===== config.mk =====
export PLATFORM = sky130hd
export DESIGN_NAME = matrix_op_sequencer
export DESIGN_NICKNAME = d
export VERILOG_FILES = /design/src/rtl/matrix_op_sequencer.sv
export SDC_FILE = /design/constraint.sdc
export NUM_CORES = 1
export LEC_CHECK = 0
export BUFFER_PORTS_ARGS = -buffer_cell sky130_fd_sc_hd__buf_2
export CAP_MARGIN = 10
export CORE_MARGIN = 8
export CORE_UTILIZATION = 40
export CTS_CLUSTER_SIZE = 40
export DETAILED_ROUTE_END_ITERATION = 10
export GPL_ROUTABILITY_DRIVEN = 0
export PLACE_DENSITY = 0.64
export SLEW_MARGIN = 20
export SYNTH_ARGS = -nofsm -noshare
export SYNTH_HDL_FRONTEND = slang
export SYNTH_SLANG_ARGS = --single-unit

===== constraint.sdc =====
create_clock -name clk -period 12.89 [get_ports clk]
set_input_delay 0.6445 -clock clk [delete_from_list [all_inputs] [get_ports clk]]
set_output_delay 0.6445 -clock clk [all_outputs]
set_load 0.01 [all_outputs]

===== src/rtl/matrix_op_sequencer.sv =====
// Sequences 2x2 matrix ADD/SUB (element-wise) and MUL (two-step MAC per element)
// over external A/B element memories, streaming results to a 4-entry register file.
module matrix_op_sequencer (
  input  logic        clk,
  input  logic        nrst,
  input  logic        start,
  input  logic [2:0]  opcode,
  input  logic [7:0]  a_data,
  input  logic [7:0]  b_data,
  output logic [1:0]  a_addr,
  output logic [1:0]  b_addr,
  output logic        res_we,
  output logic [1:0]  res_addr,
  output logic [15:0] res_data,
  output logic        busy,
  output logic        done,
  output logic        err,
  output logic        ovf
);

  localparam logic [2:0] OP_ADD = 3'b000;
  localparam logic [2:0] OP_SUB = 3'b001;
  localparam logic [2:0] OP_MUL = 3'b010;

  typedef enum logic [2:0] {
    S_IDLE,
    S_EW,
    S_MAC0,
    S_MAC1,
    S_DONE,
    S_ERR
  } state_t;

  state_t      state_reg, state_next;
  logic [2:0]  op_reg, op_next;
  logic [1:0]  idx_reg, idx_next;
  logic [15:0] acc_reg, acc_next;
  logic        ovf_reg, ovf_next;

  logic [15:0] prod;
  logic [16:0] mac_sum;
  logic [15:0] ew_sum;
  logic [15:0] ew_diff;

  assign prod    = {8'd0, a_data} * {8'd0, b_data};
  assign mac_sum = {1'b0, acc_reg} + {1'b0, prod};
  assign ew_sum  = {8'd0, a_data} + {8'd0, b_data};
  assign ew_diff = {8'd0, a_data} - {8'd0, b_data};

  always_ff @(posedge clk or negedge nrst) begin
    if (!nrst) begin
      state_reg <= S_IDLE;
      op_reg    <= 3'd0;
      idx_reg   <= 2'd0;
      acc_reg   <= 16'd0;
      ovf_reg   <= 1'b0;
    end else begin
      state_reg <= state_next;
      op_reg    <= op_next;
      idx_reg   <= idx_next;
      acc_reg   <= acc_next;
      ovf_reg   <= ovf_next;
    end
  end

  // Outputs decode from the state register, so reset clears them without waiting for clk.
  always_comb begin
    state_next = state_reg;
    op_next    = op_reg;
    idx_next   = idx_reg;
    acc_next   = acc_reg;
    ovf_next   = ovf_reg;
    a_addr     = 2'd0;
    b_addr     = 2'd0;
    res_we     = 1'b0;
    res_addr   = 2'd0;
    res_data   = 16'd0;
    busy       = (state_reg != S_IDLE);
    done       = 1'b0;
    err        = 1'b0;

    case (state_reg)
      S_IDLE: begin
        if (start) begin
          op_next  = opcode;
          ovf_next = 1'b0;
          idx_next = 2'd0;
          case (opcode)
            OP_ADD, OP_SUB: state_next = S_EW;
            OP_MUL:         state_next = S_MAC0;
            default:        state_next = S_ERR;
          endcase
        end
      end
      S_EW: begin
        a_addr   = idx_reg;
        b_addr   = idx_reg;
        res_addr = idx_reg;
        res_we   = 1'b1;
        res_data = (op_reg == OP_SUB) ? ew_diff : ew_sum;
        idx_next = idx_reg + 2'd1;
        if (idx_reg == 2'd3) state_next = S_DONE;
      end
      S_MAC0: begin
        a_addr     = {idx_reg[1], 1'b0};
        b_addr     = {1'b0, idx_reg[0]};
        acc_next   = prod;
        state_next = S_MAC1;
      end
      S_MAC1: begin
        a_addr   = {idx_reg[1], 1'b1};
        b_addr   = {1'b1, idx_reg[0]};
        res_addr = idx_reg;
        res_we   = 1'b1;
        res_data = mac_sum[15:0];
        if (mac_sum[16]) ovf_next = 1'b1;
        idx_next   = idx_reg + 2'd1;
        state_next = (idx_reg == 2'd3) ? S_DONE : S_MAC0;
      end
      S_DONE: begin
        done       = 1'b1;
        state_next = S_IDLE;
      end
      S_ERR: begin
        err        = 1'b1;
        state_next = S_IDLE;
      end
      default: state_next = S_IDLE;
    endcase
  end

  assign ovf = ovf_reg;

endmodule


# Word-level counts from Yosys, hierarchy flattened
# Index checks and enable logic that the tools add are counted.
# totals
in_bits,22
ff_bits,25
out_inout_bits,27
elab_cells,51
# classes
n_addsub,4
eq_ne,12
multipliers,1
reduce_logical,11
muxes,18
# ops
cell,n
one-hot mux 16 bit (2 select lines),1
adder 16 x 16 -> 17 bit,1
multiplier 8 x 8 -> 16 bit,1
2-to-1 mux 16 bit,1
one-hot mux 2 bit (3 select lines),2
one-hot mux 3 bit (4 select lines),1
adder 8 x 8 -> 9 bit,1
== test 3 x 1 -> 1 bit (second input constant),3
== test 3 x 2 -> 1 bit (second input constant),3
2-to-1 mux 3 bit,3
subtractor 8 x 8 -> 9 bit,1
== test 3 bit (second input constant),2
logical NOT 3 bit,2
inequality test 2 bit (second input constant),3
one-hot mux 3 bit (2 select lines),1
AND reduction 2 bit,3
2-to-1 mux 1 bit,5
2-to-1 mux 2 bit,2
one-hot mux 2 bit (2 select lines),1
nonzero test 2 bit,2
OR reduction 2 bit,2
AND reduction 3 bit,1
nonzero test 3 bit,1
adder 2 x 1 -> 2 bit (second input constant),1
2 further kinds,2

# Logic depth before layout (Yosys ltp)
# depth
ltp_word,5
ltp_mapped,24
ltp_nobuf,23

# Worst setup path before layout
# OpenSTA, ideal clock, no wires.
# synth_path
kind,input port to output port
start,in a_data[4]
end,out res_data[15]
t_arrival_ns,5.406
n_path_buf,1
path_stages,21
required_ns,12.245
path_slack_ns,6.840
path_cell_list,ha_1 -> fa_1 -> fa_1 -> fa_1 -> inv_1 -> fa_1 -> inv_1 -> ha_1 -> nor3_1 -> o21ai_0 -> a31oi_1 -> o21ai_0 -> xor2_1 -> ha_1 -> clkbuf_1 -> a21o_1 -> a21o_1 -> a21oi_1 -> nand3_1 -> o211a_1 -> nand3_1
# synth_between
elab_chain_cells,3
# synth_rtl
element,line,source
start: declaration,8,"input logic [7:0] a_data,"
multiplier 8 x 8 -> 16 bit,45,"assign prod = {8'd0, a_data} * {8'd0, b_data};"
named net prod[12],40,logic [15:0] prod;
adder 16 x 16 -> 17 bit,46,"assign mac_sum = {1'b0, acc_reg} + {1'b0, prod};"
one-hot mux 16 bit (2 select lines),82,case (state_reg)
end: declaration,14,"output logic [15:0] res_data,"
# The timed path passes the listed nets, and every way through them passes these cells.

# Worst setup path in the final report
# layout_path
start,in a_data[4]
end,out res_data[14]
# Same word-level chain as after synthesis.

==> results_dict.tcl <==
set metrics [dict create \
    status "complete, no violations" \
    insertion_delay_ns 0.27 \
    fmax_mhz 149 \
    tightest_slew_ns 0.743 \
    fin_util_pct 45.2 \
    total_power_uw 1360 \
    p_leak_uw 0.00265 \
    maxCapViolCount 0 \
    rrSetupSlack_ns 10.64 \
    start_util_pct 41.2 \
    area.growth.synth_to_final_pct 9.66 \
    path_common_cell "fa_1" \
    final_common_cell "inv_1" \
    synth_async_sr_flop_share_pct 100 \
    slowest_delay_ns 0.57 \
    synth_area_leaders "ha_1 (19%), fa_1 (17%), dfrtp_1 (13%), inv_1 (6.6%), and2_1 (5.8%)" \
    synth_cells 562 \
    min_period_over_period_pct 51.9 \
    routed_wl_um 11500 \
    portBuffers 48 \
    synth_largest_area_cell "ha_1" \
    fin_skew_ns 0.00684 \
    place_ws_ns 6.22 \
    slew_violations 0 \
    ctsHoldBuffers 0 \
    viasPerCell 5.38 \
    yosysUniqueCellTypes 52 \
    synthAdderAreaFrac_pct 35.0 \
    syn_area_um2 4730 \
    vdd_ir_drop_max_mv 0.246 \
    ys_seq_area_share_pct 13.2 \
    synth_top_family_by_area "adder cells" \
    wl_per_cell_um 15.5 \
    ant_nets 0 \
    cp.required_ns 12.25 \
    cp-startpoint "a_data[4]" \
    synth_xor_area_share_pct 4.26 \
    grt_setup_unrepaired "no" \
    dp.final_hpwl_um 9710 \
    placed_cells 742 \
    dr.first_iter.drc_count 178 \
    synth_compound_gate_area_share_pct 16.3 \
    synth_seq_cells 25 \
    drive_gt1_share_pct 12.9 \
    syn_nets 693 \
    final-setup-viol-count 0 \
    cp_cell_sequence "buf_2 > ha_1 > fa_1 > fa_1 > fa_1 > inv_1 > fa_1 > inv_1 > ha_1 > nor3_1 > nor2_1 > a31oi_1 > o21ai_0 > xnor2_1 > ha_1 > nand2_1 > a21oi_1 > a21boi_0 > a311o_1 > xnor2_1 > o21ai_1 > buf_2" \
    clk_pin_slew_ns 0.07 \
    grt_pass1_wl_um 19800 \
    tritoncts "done" \
    setup_ws_ns 6.20 \
    worstPathArrival_ns 6.05 \
    avgSynthCellArea_um2 8.42 \
    numClockSinks 25 \
    startpoint_type "input port" \
    antenna_found_initial 0 \
    reg2reg_to "ovf$_DFFE_PN0P_" \
    critPathCaptureType "output port" \
    dr.pass1.iters 4 \
    grt_pass1_vias 4057 \
    report.final.hold_viol_count 0 \
    dieArea_um2 15600 \
    yosys_warnings 0 \
    synth_mux_area_share_pct 4.89 \
    path_class "input port to output port" \
    synth_top_area_share_pct 18.5 \
    vias 4016 \
    io_pins 49 \
    final_cells 746 \
    clock_path_buffers 2 \
    antennaDiodeCount 0 \
    htreeDepth 1 \
    rows 39 \
    cts_buffers 3 \
    slew-limit-headroom_pct 50.3 \
    powerDensity_nw_per_um2 263 \
    grt_max_degree 26 \
    largest_reg_flops 16 \
    track_usage_pct 14.8 \
    drc 0 \
    path_max_fanout 9 \
    nNetsFinal 735 \
    synth_edf_count 0 \
    overflow 0 \
    cts_root_buf "clkbuf_16" \
    rr_worst_depth 9 \
    critPathSlowestCell "fa_1" \
    cts_setup_buffers 0 \
    period_minus_slack_ns 6.69 \
    core_area_um2 11500 \
    ctsResizeCount 0 \
    die_y_um 125 \
    min_path_type "input port to async pin" \
    yosys_most_used_dff "dfrtp_1" \
    die_x_um 125 \
    tns_ns 0 \
    rr_startpoint "acc_reg[0]$_DFFE_PN0N_" \
    synthSimpleGateAreaFrac_pct 18.7 \
    layout_common_cells "inv_1 (83), ha_1 (70), buf_2 (48), and2_1 (44), nor2_1 (44)" \
]
[synth_stat cells (2+ instances only)]
cell and number:
nand2_1 29, o22ai_1 4, a21o_1 10, mux2_2 17
nor3b_1 4, a21oi_1 32, nand4_1 5, o21ai_1 2
nor3_1 14, inv_1 83, clkbuf_1 8, or3_1 2
nor3b_2 2, a31oi_1 3, or2_2 3, o21a_1 6
o211a_1 3, dfrtp_1 25, nand2b_1 6, o31ai_1 3
xor2_1 9, fa_1 39, and3_1 5, xnor2_1 14
ha_1 70, a211oi_1 8, o21ai_0 23, mux2i_1 4
nor2b_1 4, a221oi_1 2, nand3_1 8, nor2_1 44
buf_2 3, o211ai_1 6, o21bai_1 2, and2_1 44
[layer usage]
layer	GRT usage, %	routed length [µm]	vias to the layer above	share of wire [%]
met5	0	0	-	0
li1	-	-	1991	-
met2	23.2	5010	96	43
met3	2.64	717	7	6.2
met4	2.83	98	0	0.85
met1	20.8	5720	1922	50
[kinds of logic after synthesis]
logic type / Yosys count
AOI/OAI and AO/OA: 118
xor gates and xnor gates: 23
DFF: 25
and+or+nand+nor: 172
muxes: 21
adders and majority gates: 109
buffers and inverters: 94
[area by class of cell]
| cell class | count | area (µm²) |
|---|---|---|
| clock buffers | 3 | 75.1 |
| clock inverters | 1 | 7.51 |
| fillers | 1132 | 6280 |
| inverters | 83 | 312 |
| multi-input cells | 443 | 3750 |
| flip-flops and latches | 25 | 626 |
| well taps | 143 | 179 |
| repair buffers | 48 | 240 |
[power by group]
group	leakage [µW]	switching, µW	total, µW	internal [µW]
Clock	0.0000371	29.9	72.2	42.2
Combinational	0.00231	643	1140	493
Sequential	0.000301	36.7	156	119
Total	0.00265	710	1360	655
[critical path, delay by kind of cell]
| kind | cells | cell delay, ns |
|---|---|---|
| AOI/OAI and AO/OA | 6 | 1.14 |
| buffers and inverters | 4 | 0.41 |
| adders and majority gates | 7 | 3.04 |
| and+or+nand+nor | 3 | 0.36 |
| xor gates and xnor gates | 2 | 0.46 |
[worst max-delay path by stage]
stage | to | slack, ns | cells past startpoint
after floorplan | res_data[15] | 6.84 | 21
after global placement | res_data[14] | 6.32 | 23
after detailed placement | res_data[14] | 6.22 | 22
after CTS | res_data[14] | 6.20 | 22
after global routing | res_data[14] | 5.72 | 23
final | res_data[14] | 6.20 | 22
[through the flow]
stage                     instance area (µm²)  hold WS [ns]
after floorplan                          4730         0.349
after global placement                   5100         0.472
after detailed placement                 5100         0.475
after CTS                                5190         0.411
after global routing                     5190         0.439
final                                    5190         0.387
Power figures use the tool's default switching activity.
